[config.mk]
export PLATFORM = sky130hd
export DESIGN_NAME = i281_instr_decode_stage
export DESIGN_NICKNAME = d
export VERILOG_FILES = /design/src/rtl/i281_pkg.sv /design/src/rtl/i281_opcode_onehot.sv /design/src/rtl/i281_instr_decode_stage.sv
export SDC_FILE = /design/constraint.sdc
export NUM_CORES = 1
export LEC_CHECK = 0
export ABC_AREA = 1
export CAP_MARGIN = 10
export CORE_MARGIN = 3
export CORE_UTILIZATION = 42
export DETAILED_ROUTE_END_ITERATION = 6
export PLACE_DENSITY = 0.87
export SLEW_MARGIN = 20
export SYNTH_ARGS = -nofsm -noshare
export SYNTH_HDL_FRONTEND = slang
export SYNTH_SLANG_ARGS = --single-unit
[constraint.sdc]
create_clock -name clk -period 1.1 [get_ports clk]
set_clock_uncertainty 0.05 [all_clocks]
set_input_delay 0.165 -clock clk [delete_from_list [all_inputs] [get_ports clk]]
set_output_delay 0.165 -clock clk [all_outputs]
set_load 0.01 [all_outputs]
[src/rtl/i281_pkg.sv]
// Shared constants for the i281 decoder: opcode and sub-op encodings, and the
// bit index of each op_bus line.
package i281_pkg;

  localparam int OP_BUS_W = 23;

  localparam logic [3:0] OPC_NOOP    = 4'h0;
  localparam logic [3:0] OPC_INPUT   = 4'h1;
  localparam logic [3:0] OPC_MOVE    = 4'h2;
  localparam logic [3:0] OPC_LOADI   = 4'h3;
  localparam logic [3:0] OPC_ADD     = 4'h4;
  localparam logic [3:0] OPC_ADDI    = 4'h5;
  localparam logic [3:0] OPC_SUB     = 4'h6;
  localparam logic [3:0] OPC_SUBI    = 4'h7;
  localparam logic [3:0] OPC_LOAD    = 4'h8;
  localparam logic [3:0] OPC_LOADF   = 4'h9;
  localparam logic [3:0] OPC_STORE   = 4'hA;
  localparam logic [3:0] OPC_STOREF  = 4'hB;
  localparam logic [3:0] OPC_SHIFT   = 4'hC;
  localparam logic [3:0] OPC_CMP     = 4'hD;
  localparam logic [3:0] OPC_JUMP    = 4'hE;
  localparam logic [3:0] OPC_BRANCH  = 4'hF;

  localparam logic [1:0] SUB_INPUT_DATAC  = 2'b00;
  localparam logic [1:0] SUB_INPUT_DATACF = 2'b01;
  localparam logic [1:0] SUB_INPUT_DATAD  = 2'b10;
  localparam logic [1:0] SUB_INPUT_DATADF = 2'b11;
  localparam logic       SUB_SHIFTR       = 1'b1;
  localparam logic [1:0] SUB_BRE_BRZ      = 2'b00;
  localparam logic [1:0] SUB_BRNE_BRNZ    = 2'b01;
  localparam logic [1:0] SUB_BRG          = 2'b10;
  localparam logic [1:0] SUB_BRGE         = 2'b11;

  localparam int B_NOOP          = 0;
  localparam int B_INPUT_DATAC   = 1;
  localparam int B_INPUT_DATACF  = 2;
  localparam int B_INPUT_DATAD   = 3;
  localparam int B_INPUT_DATADF  = 4;
  localparam int B_MOVE          = 5;
  localparam int B_LOADI_LOADP   = 6;
  localparam int B_ADD           = 7;
  localparam int B_ADDI          = 8;
  localparam int B_SUB           = 9;
  localparam int B_SUBI          = 10;
  localparam int B_LOAD          = 11;
  localparam int B_LOADF         = 12;
  localparam int B_STORE         = 13;
  localparam int B_STOREF        = 14;
  localparam int B_SHIFTL        = 15;
  localparam int B_SHIFTR        = 16;
  localparam int B_CMP           = 17;
  localparam int B_JUMP          = 18;
  localparam int B_BRE_BRZ       = 19;
  localparam int B_BRNE_BRNZ     = 20;
  localparam int B_BRG           = 21;
  localparam int B_BRGE          = 22;

  function automatic logic [OP_BUS_W-1:0] op_bit(input int idx);
    return OP_BUS_W'(1) << idx;
  endfunction

endpackage

[src/rtl/i281_opcode_onehot.sv]
// Pure combinational decode of opcode + sub-op bits into the one-hot op_bus.
module i281_opcode_onehot
  import i281_pkg::*;
(
  input  logic [3:0]          opcode,
  input  logic [1:0]          sub_op,
  output logic [OP_BUS_W-1:0] op_bus
);

  always_comb begin
    op_bus = '0;
    case (opcode)
      OPC_NOOP:   op_bus = op_bit(B_NOOP);
      OPC_INPUT: begin
        case (sub_op)
          SUB_INPUT_DATAC:  op_bus = op_bit(B_INPUT_DATAC);
          SUB_INPUT_DATACF: op_bus = op_bit(B_INPUT_DATACF);
          SUB_INPUT_DATAD:  op_bus = op_bit(B_INPUT_DATAD);
          SUB_INPUT_DATADF: op_bus = op_bit(B_INPUT_DATADF);
          default:          op_bus = '0;
        endcase
      end
      OPC_MOVE:   op_bus = op_bit(B_MOVE);
      OPC_LOADI:  op_bus = op_bit(B_LOADI_LOADP);
      OPC_ADD:    op_bus = op_bit(B_ADD);
      OPC_ADDI:   op_bus = op_bit(B_ADDI);
      OPC_SUB:    op_bus = op_bit(B_SUB);
      OPC_SUBI:   op_bus = op_bit(B_SUBI);
      OPC_LOAD:   op_bus = op_bit(B_LOAD);
      OPC_LOADF:  op_bus = op_bit(B_LOADF);
      OPC_STORE:  op_bus = op_bit(B_STORE);
      OPC_STOREF: op_bus = op_bit(B_STOREF);
      // Only bit 8 distinguishes the shift direction; bit 9 is don't-care.
      OPC_SHIFT:  op_bus = (sub_op[0] == SUB_SHIFTR) ? op_bit(B_SHIFTR) : op_bit(B_SHIFTL);
      OPC_CMP:    op_bus = op_bit(B_CMP);
      OPC_JUMP:   op_bus = op_bit(B_JUMP);
      OPC_BRANCH: begin
        case (sub_op)
          SUB_BRE_BRZ:   op_bus = op_bit(B_BRE_BRZ);
          SUB_BRNE_BRNZ: op_bus = op_bit(B_BRNE_BRNZ);
          SUB_BRG:       op_bus = op_bit(B_BRG);
          SUB_BRGE:      op_bus = op_bit(B_BRGE);
          default:       op_bus = '0;
        endcase
      end
      default:    op_bus = '0;
    endcase
  end

endmodule

[src/rtl/i281_instr_decode_stage.sv]
// One-entry registered decode stage with valid/ready handshake, flush and a
// hand-off counter. Optional jump-to-self halt detect under I281_HALT_DETECT_EN.
module i281_instr_decode_stage
  import i281_pkg::*;
#(
  parameter int N  = 2,
  parameter int IW = 16,
  parameter int CW = 16
) (
  input  logic                clk,
  input  logic                reset,
  input  logic [IW-1:0]       instr_in,
  input  logic                in_valid,
  output logic                in_ready,
  output logic                out_valid,
  input  logic                out_ready,
  input  logic                flush,
  output logic [OP_BUS_W-1:0] op_bus,
  output logic [N-1:0]        x_sel,
  output logic [N-1:0]        y_sel,
  output logic [7:0]          imm,
`ifdef I281_HALT_DETECT_EN
  output logic                halted,
`endif
  output logic [CW-1:0]       instr_count
);

  localparam logic EMPTY = 1'b0;
  localparam logic FULL  = 1'b1;

  logic                state;
  logic [OP_BUS_W-1:0] op_dec;
  logic [OP_BUS_W-1:0] op_reg;
  logic [N-1:0]        x_reg;
  logic [N-1:0]        y_reg;
  logic [7:0]          imm_reg;
  logic                stall;
  logic                accept;
  logic                handoff;

  i281_opcode_onehot u_onehot (
    .opcode (instr_in[15:12]),
    .sub_op (instr_in[9:8]),
    .op_bus (op_dec)
  );

  assign out_valid = (state == FULL);
  assign in_ready  = (!out_valid || out_ready) && !stall;
  assign accept    = in_valid && in_ready && !flush;
  assign handoff   = out_valid && out_ready;

  // op_bus is masked so it reads all-zero whenever nothing valid is held.
  assign op_bus = out_valid ? op_reg : '0;
  assign x_sel  = x_reg;
  assign y_sel  = y_reg;
  assign imm    = imm_reg;

  always_ff @(posedge clk) begin
    if (reset) begin
      state       <= EMPTY;
      op_reg      <= '0;
      x_reg       <= '0;
      y_reg       <= '0;
      imm_reg     <= '0;
      instr_count <= '0;
    end else begin
      if (handoff) instr_count <= instr_count + 1'b1;
      // Flush wins over accept; a same-cycle hand-off above still counts.
      if (flush) begin
        state <= EMPTY;
      end else if (accept) begin
        state   <= FULL;
        op_reg  <= op_dec;
        x_reg   <= instr_in[10 +: N];
        y_reg   <= instr_in[8 +: N];
        imm_reg <= instr_in[7:0];
      end else if (handoff) begin
        state <= EMPTY;
      end
    end
  end

`ifdef I281_HALT_DETECT_EN
  assign stall = halted;

  // Sticky until reset once a JUMP to 0xFF (jump-to-self) is handed off.
  always_ff @(posedge clk) begin
    if (reset) halted <= 1'b0;
    else if (handoff && op_reg[B_JUMP] && imm_reg == 8'hFF) halted <= 1'b1;
  end
`else
  assign stall = 1'b0;
`endif

endmodule

* Word level (Yosys, flattened, before mapping)
Cells that the tools add are included.
** Storage, ports and cells
- Input port bits :: 21
- Flip-flop bits (word level) :: 52
- Output and inout port bits :: 53
- Logic and storage cells :: 44
** Operators by class
- Bitwise logic cells :: 1
- Equal/unequal tests :: 18
- Reduce and logical (&&, ||, !) cells :: 11
- Add/sub/neg operators :: 1
- Mux-type cells :: 7
** Operators with widths (number)
- $pmux 23 s16 :: 1
- $pmux 23 s4 :: 2
- $eq 4x4->1 const B :: 8
- $mux 23 :: 1
- $mux 17 :: 1
- $add 16x1->16 const B :: 1
- $eq 4x3->1 const B :: 4
- $eq 4x2->1 const B :: 2
- $eq 2x2->1 const B :: 2
- $eq 4x1->1 const B :: 1
- $logic_not 4->1 :: 1
- $logic_and 1x1->1 :: 3
- $eq 2x1->1 const B :: 1
- $logic_not 1->1 :: 2
- $logic_not 2->1 :: 1
- $mux 1 :: 2
- $reduce_and 2->1 :: 1
- $reduce_bool 2->1 :: 1
- $reduce_or 2->1 :: 1
- $logic_or 1x1->1 :: 1
- $not 1->1 :: 1

* Depth between registers and ports, before layout
Gate-level depths: netlist of the first run.
- Depth after elaboration :: 5
- Mapped depth :: 8
- Gate-level depth less buffers :: 8

* Cells and area by module
Synthesis of the first run repeated with hierarchy kept, for this count alone.
** Second synthesis, totals
- Cells, all modules :: 379
- Area total of the unflattened synthesis :: 2477.4 sq um
** By module, submodules not included
- i281_instr_decode_stage :: cells an instance 331, times used 1, area each 2284.7 sq um, sequential area each 1041.0 sq um
- i281_opcode_onehot :: cells an instance 48, times used 1, area each 192.7 sq um, sequential area each 0.0 sq um

* Worst setup path after synthesis of the first run
No wires, ideal clock.
- Path kind :: register to register
- Start :: reg state (netlist: out_valid)
- End :: reg op_reg[12]
- Path slack :: -0.201 ns
- Required time :: 0.934 ns
- Buffers on the path :: 2
- Period minus slack after synthesis :: 1.301 ns
- Library setup time :: 0.116 ns
- Stages on the path, launching flop included :: 7
- Data arrival time :: 1.134 ns
- Cells stage by stage :: dfxtp_1 buf_4 nand2_2 nand2_2 inv_4 buf_4 o211a_1
** Between the ends
- Longest elaborated chain between the ends :: 5
** Ends and longest elaborated chain
- start, declared :: line i281_instr_decode_stage.sv:31 : logic state;
- start signal, assigned :: line i281_instr_decode_stage.sv:60 : state <= EMPTY;
- start signal, assigned :: line i281_instr_decode_stage.sv:70 : state <= EMPTY;
- start signal, assigned :: line i281_instr_decode_stage.sv:72 : state <= FULL;
- $logic_not 1->1 :: line i281_instr_decode_stage.sv:48 : assign in_ready = (!out_valid || out_ready) && !stall;
- $logic_or 1x1->1 :: line i281_instr_decode_stage.sv:48
- named net in_ready :: line i281_instr_decode_stage.sv:14 : output logic in_ready,
- $logic_and 1x1->1 (2 in a row) :: line i281_instr_decode_stage.sv:49 : assign accept = in_valid && in_ready && !flush;
- $reduce_and 2->1 (no line)
- end signal, assigned :: line i281_instr_decode_stage.sv:73 : op_reg <= op_dec;
- end, declared :: line i281_instr_decode_stage.sv:33 : logic [OP_BUS_W-1:0] op_reg;
The timed path passes the listed nets, and every way through them passes these cells.
A chain may end at the register's enable or synchronous reset.

* Worst setup path after layout of the first run
- Start :: reg state (netlist: out_valid)
- End :: reg op_reg[4]
** Between the ends
- Longest elaborated chain between the ends :: 5
** Ends and longest elaborated chain (line)
- $logic_not 1->1 :: i281_instr_decode_stage.sv:48
- $logic_or 1x1->1 :: i281_instr_decode_stage.sv:48
- $logic_and 1x1->1 (2 in a row) :: i281_instr_decode_stage.sv:49
- $reduce_and 2->1 (no line)
No other way between the ends.

==> results.yml, run 1 <==
status:
  status: "finished, violations left"
  violations: "negative setup slack"
yosys:
  synth_nets: 353
  syn_area_per_cell_sq_um: 7.06
  ys_seq_area_share_pct: 44.6
  ys_warn_count: 0
  ys_ff_latch: 52
  syn_area_sq_mm: 0.00234
  netlist_instances: 331
  synth_cell_types: 24
global_routing:
  antenna_found_initial: 0
  grt_overflow: 0
  grt_use_total_pct: 23.7
  grt_pass1_wl_mm: 12.1
  grt_max_degree: 32
  grt_pass1_vias: 2708
flow_run:
  max-cap-violations: 0
sta:
  tightest_slew_ns: 0.380
  fin_crit_ns: 1.40
  rsz0062_at_grt: "yes"
  fin_setup_tns_ns: -17.61
  slew_headroom_pct: 74.6
  setup_viol: 77
  whs_ns: 0.412
  maxSlewViolCount: 0
  postLayoutSetupSlackWorst_ns: -0.300
  hold_viol_final: 0
  max_freq_ghz: 0.714
  finalCritPeriodShare_pct: 127
pwr:
  irDropWorstVdd_uv: 617
  total_power_uw: 4010
  power.density_mw_per_mm2: 953
  leakage_uw: 0.00220
floorplan:
  die-area_sq_mm: 0.00649
  ios: 74
  num_rows: 26
  core_sq_mm: 0.00524
  fp.dieH_microns: 80.6
  die_width_microns: 80.6
  start_util_pct: 44.6
drt:
  wl_per_cell_microns: 15.6
  first_pass_iters: 5
  first_iter_violations: 103
  via_per_inst: 5.25
  drcViolationCount: 0
  vias: 2793
  postRouteAntennaNets: 0
  wl_mm: 8.28
clock_network:
  clk_latency_ns: 0.29
  cts_hold_buffers: 0
  htreeDepth: 2
  clockBufferDepth: 2
  cts_sinks: 52
  path_clk_slew_ns: 0.10
  cts_tree: "yes"
  numCtsBuffers: 5
  clock-root-buffer: "clkbuf_8"
layout:
  area_delta_synth_final_pct: 80.2
  antenna_cells: 0
  drive_gt1_share_pct: 53.0
  nFillCells: 332
  largest_reg_flops: 23
  nets: 483
  final_area_sq_mm: 0.00421
worst_setup_path:
  crit_buf_inv: 3
  start_kind: "register"
  max_stage_delay_ns: 0.38
  crit_fanout: 8
  worstPathCellList: "buf_6 -> buf_6 -> nand2_8 -> nand2_8 -> buf_12 -> nor2_4 -> nand3_1 -> a21oi_1"
  required_ns: 1.29
  cpLargestDelayFamily: "buffers and inverters"
  cp_slowest_cell: "dfxtp_4"
  cp-end-kind: "register"
  worstPathArrival_ns: 1.59
  critPathKind: "reg -> reg"
placement:
  dp_hpwl_mm: 4.53
  dpl_cell_area_sq_mm: 0.00352
  io_buffers: 73
  gp_congestion: 0.857
min_path:
  hold_path_class: "in -> reg"
==> synthesized netlist by cell type, drive strengths merged <==
| library cell | instances | area, sq um |
|---|---|---|
| a22oi | 2 | 15.0 |
| clkbuf | 4 | 15.0 |
| o21bai | 1 | 7.51 |
| buf | 10 | 58.8 |
| dfxtp | 52 | 1040 |
| nand3 | 14 | 70.1 |
| nand2 | 72 | 275 |
| o21ai | 29 | 145 |
| inv | 49 | 186 |
| nor3 | 3 | 20.0 |
| nor2 | 55 | 211 |
| o211a | 13 | 130 |
| xor2 | 1 | 8.76 |
| a211oi | 2 | 15.0 |
| nand4 | 7 | 43.8 |
| a21oi | 16 | 80.1 |
| ha | 1 | 12.5 |
==> logic make-up after synthesis <==
family                     share of synthesized area, %
buffers and inverters                              11.1
xor gates and xnor gates                          0.375
adders and majority gates                         0.536
and+or+nand+nor                                    26.6
DFF                                                44.6
AOI/OAI and AO/OA                                  16.8
==> final timing paths <==
check | from | endpoint | slack, ns | depth (start not counted)
max | out_valid | op_reg[4] | -0.30 | 8
min | flush | out_valid | 0.41 | 2
max reg2reg | out_valid | op_reg[4] | -0.30 | 8
min reg2reg | instr_count[4] | instr_count[4] | 0.42 | 1
==> layout by cell type (no fill, tap or decap), types with 2 or more instances in the layout <==
master,instances
nor2_1,43
buf_4,38
nand2_1,37
inv_1,32
buf_6,32
dfxtp_1,27
buf_2,27
dfxtp_2,22
clkdlybuf4s50_1,20
nand2_2,18
inv_2,16
nand2_4,15
o21ai_0,14
o211a_1,13
a21oi_1,10
o21ai_2,9
nand4_1,7
nor2_2,6
o21ai_1,6
nor2_4,6
a21oi_2,6
nand3_4,5
nand3_2,5
clkbuf_8,5
clkdlybuf4s15_2,5
buf_12,5
nand3_1,4
clkbuf_2,4
clkinv_8,3
dfxtp_4,3
nand2_8,2
nor3_2,2
a22oi_2,2
buf_16,2
buf_8,2
==> per-layer routing <==
metal	vias to the layer above	track usage [%]	part of all wire, %
met3	36	4.82	5.6
met1	1316	25.6	38
met4	0	6.08	3.1
met2	127	46.3	54
met5	-	0	0
li1	1314	-	-
==> stage by stage <==
| step | util, % | instances | setup WS (ns) |
|---|---|---|---|
| final | 80.4 | 532 | -0.300 |
| after global routing | 80.4 | 532 | -0.371 |
| after CTS | 74.2 | 523 | -0.307 |
| after detailed placement | 67.2 | 504 | -0.550 |
| after global placement | 67.2 | 504 | -0.453 |
| after floorplan | - | 331 | -0.0618 |
==> report_power, final <==
| group | internal (uW) | switching [uW] | leakage, uW | total, uW |
|---|---|---|---|---|
| clock | 677 | 631 | 0.0000552 | 1310 |
| combinational | 351 | 349 | 0.00171 | 700 |
| sequential | 1950 | 54.5 | 0.000435 | 2000 |
| total | 2980 | 1030 | 0.00220 | 4010 |
==> timing repair <==
item / 4_1_cts / 5_1_grt
setup buffers: 7 / 11
cloned: 4 / 1
pin swaps: 28 / 17
endpoints found under the setup margin: 102 / 95
gates resized for setup: 280 / 117
==> layout make-up <==
cell class | count | area [sq um] | area share (%)
clock inverter | 2 | 35.0 | 0.832
multi-input combinational | 216 | 1460 | 34.8
timing repair buffer | 135 | 1240 | 29.5
sequential | 52 | 1080 | 25.7
timing repair inverter | 2 | 32.5 | 0.773
clock buffer | 6 | 72.6 | 1.72
tap | 70 | 87.6 | 2.08
inverter | 49 | 196 | 4.67
Note: power is estimated with default switching activity, not from simulation.
==> run 2: changes to the inputs <==
--- a/config.mk
+++ b/config.mk
@@ -7,7 +7,7 @@
 export LEC_CHECK = 0
 export ABC_AREA = 1
 export CAP_MARGIN = 10
-export CORE_MARGIN = 3
+export CORE_MARGIN = 5
 export CORE_UTILIZATION = 42
 export DETAILED_ROUTE_END_ITERATION = 6
 export PLACE_DENSITY = 0.87
==> results.yml, run 2 (synthesized netlist as in run 1, its figures left out) <==
status:
  status: "finished, violations left"
  violations: "negative setup slack"
clock_network:
  cts_sinks: 52
  htreeDepth: 2
  clockBufferDepth: 2
  clock-root-buffer: "clkbuf_8"
  cts_tree: "yes"
  path_clk_slew_ns: 0.10
  clk_latency_ns: 0.29
  numCtsBuffers: 5
sta:
  postLayoutSetupSlackWorst_ns: -0.273
  hold_viol_final: 0
  whs_ns: 0.412
  finalCritPeriodShare_pct: 125
  max_freq_ghz: 0.728
  fin_crit_ns: 1.37
  slew_headroom_pct: 86.5
  setup_viol: 76
  tightest_slew_ns: 0.201
  maxSlewViolCount: 0
  rsz0062_at_grt: "yes"
worst_setup_path:
  cp-startpoint: "out_valid"
  worstPathArrival_ns: 1.16
  r2r_end: "instr_count[10]"
  cp-end-kind: "output pin"
  critPathCapture: "op_bus[20]"
  start_kind: "register"
  r2r_slack_ns: -0.26
  crit_fanout: 6
  worst-r2r-cell-count: 7
  r2r_start: "out_valid"
  critPathKind: "reg -> out"
  required_ns: 0.88
placement:
  place_ws_ns: -0.570
  dpl_cell_area_sq_mm: 0.00351
  place_inst: 505
  io_buffers: 73
  dp_hpwl_mm: 4.64
  gp_congestion: 0.783
pwr:
  pwr-share-comb_pct: 18.1
  switching_share_pct: 26.6
  power.internal_uw: 2750
  seqPwrFrac_pct: 53.3
  p_switching_uw: 996
  clockPowerShare_pct: 28.6
  power.density_mw_per_mm2: 938
  leakage_uw: 0.00211
  irDropWorstVdd_uv: 626
floorplan:
  start_util_pct: 42.7
  die-area_sq_mm: 0.00715
  die_width_microns: 84.6
  core_sq_mm: 0.00547
  fp.dieH_microns: 84.6
  num_rows: 27
  ios: 74
drt:
  wl_mm: 7.92
  vias: 2759
  highest_layer: "met4"
  first_pass_iters: 5
  dr_wl_met2_mm: 4.36
  wl_met3_microns: 410
  first_iter_violations: 80
  drcViolationCount: 0
  wirelength_met1_mm: 2.96
  postRouteAntennaNets: 0
  via_per_inst: 5.15
  wl_per_cell_microns: 14.8
layout:
  finalNonFillerCells: 536
  layout_common_cells: "51 x nand2_1, 43 x buf_4, 40 x nor2_1"
  area_delta_synth_final_pct: 71.1
  antenna_cells: 0
  largest_reg_flops: 23
  drive_gt1_share_pct: 44.8
  layout_commonest_cell: "nand2_1"
  nets: 485
  final_area_sq_mm: 0.00400
global_routing:
  grt_use_total_pct: 21.3
  grt_pass1_vias: 2789
  grt_overflow: 0
  antenna_found_initial: 0
  grt_pass1_wl_mm: 12.7
  grt_max_degree: 26
flow_run:
  max-cap-violations: 0
min_path:
  hold_path_class: "in -> reg"
==> run 2: cell type report <==
type / count / area [sq um]
tap: 72 / 90.1
sequential: 52 / 1080
clock buffer: 6 / 72.6
inverter: 49 / 191
multi-input combinational: 216 / 1320
fill: 410 / 1480
clock inverter: 2 / 16.3
timing repair buffer: 137 / 1210
timing repair inverter: 2 / 17.5
==> run 2: how the worst min path moves through the flow <==
stage | start | to | slack, ns | cells after the start
5_1_grt | instr_in[0] | imm[0] | 0.42 | 3
3_5_place_dp | instr_count[4] | instr_count[4] | 0.40 | 1
4_1_cts | instr_in[1] | imm[1] | 0.40 | 3
6_report | instr_in[5] | imm[5] | 0.41 | 3
3_3_place_gp | instr_count[4] | instr_count[4] | 0.39 | 1
2_1_floorplan | reset | out_valid | 0.18 | 1
==> run 2: per-layer routing <==
layer / vias to the layer above / GRT usage, %
met5: - / 0
met1: 1302 / 23.2
met3: 22 / 3.53
met2: 109 / 41.1
li1: 1326 / -
met4: 0 / 7.05
==> run 2: worst max-delay path: stages (launching register included) <==
cell and delay, ns:
dfxtp_4 0.37, buf_12 0.13, buf_16 0.14, nand2_2 0.06
inv_1 0.03, buf_2 0.13
==> run 2: timing repair <==
item / in CTS / in global routing
buffers inserted: 13 / 5
setup endpoints to repair: 103 / 90
pin swaps: 13 / 11
resized for setup: 294 / 47
hold buffers: 0 / 0
gates cloned: 6 / 0
==> run 2: power groups by stage <==
stage	clock, uW	sequential, uW	combinational [uW]
after CTS	1100	2000	646
after global routing	1170	2010	729
after global placement	0	2020	496
after floorplan	0	2030	211
final	1070	2000	679
after detailed placement	0	2030	512
==> run 2: through the flow <==
| stage | utilization, % | total power, uW | TNS (ns) |
|---|---|---|---|
| global placement | 64.2 | 2520 | -26.33 |
| floorplan | - | 2250 | -2.19 |
| global route | 73.0 | 3900 | -18.34 |
| detailed placement | 64.2 | 2540 | -29.63 |
| finish | 73.0 | 3750 | -13.58 |
| CTS | 71.3 | 3740 | -12.97 |
==> edit (settings of run 2) <==
Put one more register stage on the output `instr_count`, cleared by the reset. The value now appears one clock later. The other outputs are not delayed to match.
--- a/src/rtl/i281_instr_decode_stage.sv
+++ b/src/rtl/i281_instr_decode_stage.sv
@@ -29,2 +29,4 @@
   localparam logic FULL  = 1'b1;
+
+  logic [CW-1:0] instr_count_s0;
 
@@ -64,5 +66,5 @@
       imm_reg     <= '0;
-      instr_count <= '0;
+      instr_count_s0 <= '0;
     end else begin
-      if (handoff) instr_count <= instr_count + 1'b1;
+      if (handoff) instr_count_s0 <= instr_count_s0 + 1'b1;
       // Flush wins over accept; a same-cycle hand-off above still counts.
@@ -94,2 +96,10 @@
 
+  always_ff @(posedge clk) begin
+    if (reset) begin
+      instr_count <= '0;
+    end else begin
+      instr_count <= instr_count_s0;
+    end
+  end
+
 endmodule
Check against the original RTL: not equivalent (Yosys sat finds a counterexample within 4 cycles, from zero or initial values and one cycle with reset high).
==> edit against run 2 <==
  * The flow still finishes with violations (setup timing)
  * Setup slack worse by 0.079 ns
  * Routed wire length is 29% higher
  * Area after synthesis is 20% higher
  * Total power is 48% higher
  * Cell area is 24% higher
  * Sequential cell count is 16 higher
  * Final cell count is 11% higher
  * Hold slack worse by 0.027 ns
  * Critical endpoint is now op_bus[15]
==> edit: results (changes against run 2) <==
Detailed Route WL -> 10.2 mm (was 7.92 mm)
Hold/Removal Path Class -> input pin to flip-flop (unchanged)
max reg flops -> 23 (unchanged)
R2R Setup Slk -> -0.33 ns (was -0.26 ns)
status -> complete, but fails checks (unchanged)
initial antenna violation count -> 0 (unchanged)
Slew @ Worst Pin -> 0.403 ns (was 0.201 ns)
PortBufs -> 73 (unchanged)
worst vdd ir -> 0.000665 V (was 0.000626 V)
final setup margin -> -0.352 ns (was -0.273 ns)
Crit Path Max Fanout -> 6 (unchanged)
dpl hpwl -> 5.28 mm (was 4.64 mm)
share of cells above drive strength 1 -> 51.6% (was 44.8%)
Seq/Total Area, Yosys -> 48.7% (was 44.6%)
CTS Root Cell -> clkbuf_8 (unchanged)
violated checks -> setup timing (unchanged)
Post-Syn Nets -> 402 (was 353)
top post-synthesis cells by area -> dfxtp_1 49%, nor2_1 9.8%, nand2_1 9.4% (was dfxtp_1 45%, nand2_1 11%, nor2_1 8.5%)
post-synthesis adder-cell area fraction -> 0.448% (was 0.536%)
Leak Pwr -> 2.39 nW (was 2.11 nW)
Longest Clk Path Bufs -> 2 (unchanged)
CTS Buf Count -> 9 (was 5)
Layout Nets -> 534 (was 485)
post-synthesis compound-gate area fraction -> 14.5% (was 16.8%)
WHS -> 0.384 ns (was 0.412 ns)
via/cell ratio -> 5.29 (was 5.15)
largest area contributor in the netlist -> dfxtp_1 (unchanged)
total number of yosys warnings -> 0 (unchanged)
first-pass GRT wire length -> 15.1 mm (was 12.7 mm)
initial DRC count -> 174 (was 80)
total track usage -> 22.4% (was 21.3%)
internal power -> 0.00409 W (was 0.00275 W)
Final Wtd Congestion -> 0.925 (was 0.783)
FFs w/ async S/R, synth -> 0% (unchanged)
clk_lat worst skew -> 0.35 ns (was 0.29 ns)
Yosys cell types -> 25 (was 24)
vias in the first global route -> 3,076 (was 2,789)
final setup fails -> 76 (unchanged)
first-pass detailed-route iteration total -> 4 (was 5)
Worst Path Arrival -> 1.24 ns (was 1.16 ns)
post-synthesis xor/xnor area fraction -> 0% (was 0.375%)
mux contribution to synthesized area -> 0% (unchanged)
Ant. Diodes -> 0 (unchanged)
commonest cells in the netlist -> 73 x nor2_1, 70 x nand2_1, 68 x dfxtp_1, 55 x inv_1, 30 x o21ai_0 (was 70 x nand2_1, 53 x nor2_1, 52 x dfxtp_1, 47 x inv_1, 29 x o21ai_0)
largest net degree at the start of global routing -> 29 (was 26)
clock-pin slew on the worst setup and hold paths -> 0.08 ns (was 0.10 ns)
H-Tree Depth -> 3 (was 2)
-- edit: cell count changes in the layout (fill, tap and decap cells not counted), sizes merged, moves of 4 or more --
cell                  run 2  this run
nor2                     55        74
clkdlybuf4s15             4         0
buf                     109       113
inv                      51        59
dfxtp                    52        68
-- edit: path summary, 6_finish.rpt --
path | startpoint | end | depth (start not counted)
max | out_valid | op_bus[15] | 5
min reg2reg | instr_count_s0[15] | instr_count[15] | 2
max reg2reg | out_valid | instr_count_s0[10] | 7
min | instr_in[0] | imm[0] | 3
-- edit: final cells by class --
type	count	area, um^2
multi-input combinational	240	1680
fill	390	1480
sequential	68	1390
timing repair buffer	133	1300
inverter	57	229
clock buffer	11	151
tap	77	96.3
clock inverter	5	60.1
timing repair inverter	3	41.3
-- edit: layer usage --
layer / track usage, % / part of all wire [%] / vias to the layer above
met5: 0 / 0 / -
met4: 8.29 / 2.1 / 0
met3: 5.45 / 5.0 / 18
met2: 39.0 / 52 / 134
met1: 26.6 / 41 / 1519
li1: - / - / 1474
-- edit: power groups by stage --
stage	Sequential [W]	Clock (W)	Combinational (W)
floorplan	0.00263	0	0.000240
global placement	0.00262	0	0.000517
detailed placement	0.00262	0	0.000531
CTS	0.00258	0.00219	0.000704
global route	0.00260	0.00229	0.000843
finish	0.00259	0.00217	0.000792
-- edit: per-stage QoR --
stage               power [W]  instances  setup TNS, ns  setup slack (ns)  cell area [um^2]
floorplan             0.00287        380          -2.26            -0.108              2900
global placement      0.00314        560         -27.64            -0.511              3990
detailed placement    0.00315        560         -29.72            -0.574              3990
CTS                   0.00548        591         -15.64            -0.352              4610
global route          0.00574        594         -21.59            -0.394              4940
finish                0.00556        594         -18.17            -0.352              4940
-- edit: critical path, stage by stage, from the launching register on --
cell and delay, ns:
dfxtp_4 0.40, buf_12 0.14, buf_12 0.13, nand2_4 0.06, inv_4 0.06, buf_6 0.10
-- edit: cell families after synthesis --
group                      count (synthesis)
AOI/OAI and AO/OA                         65
adders and majority gates                  1
buffers and inverters                     73
DFF                                       68
and+or+nand+nor                          173
-- edit: timing repair --
item	CTS	global route
cloned	8	0
pin swaps	42	34
gates resized for setup	340	101
setup buffers	7	6
setup endpoints to repair	103	79
hold endpoints to repair	0	0
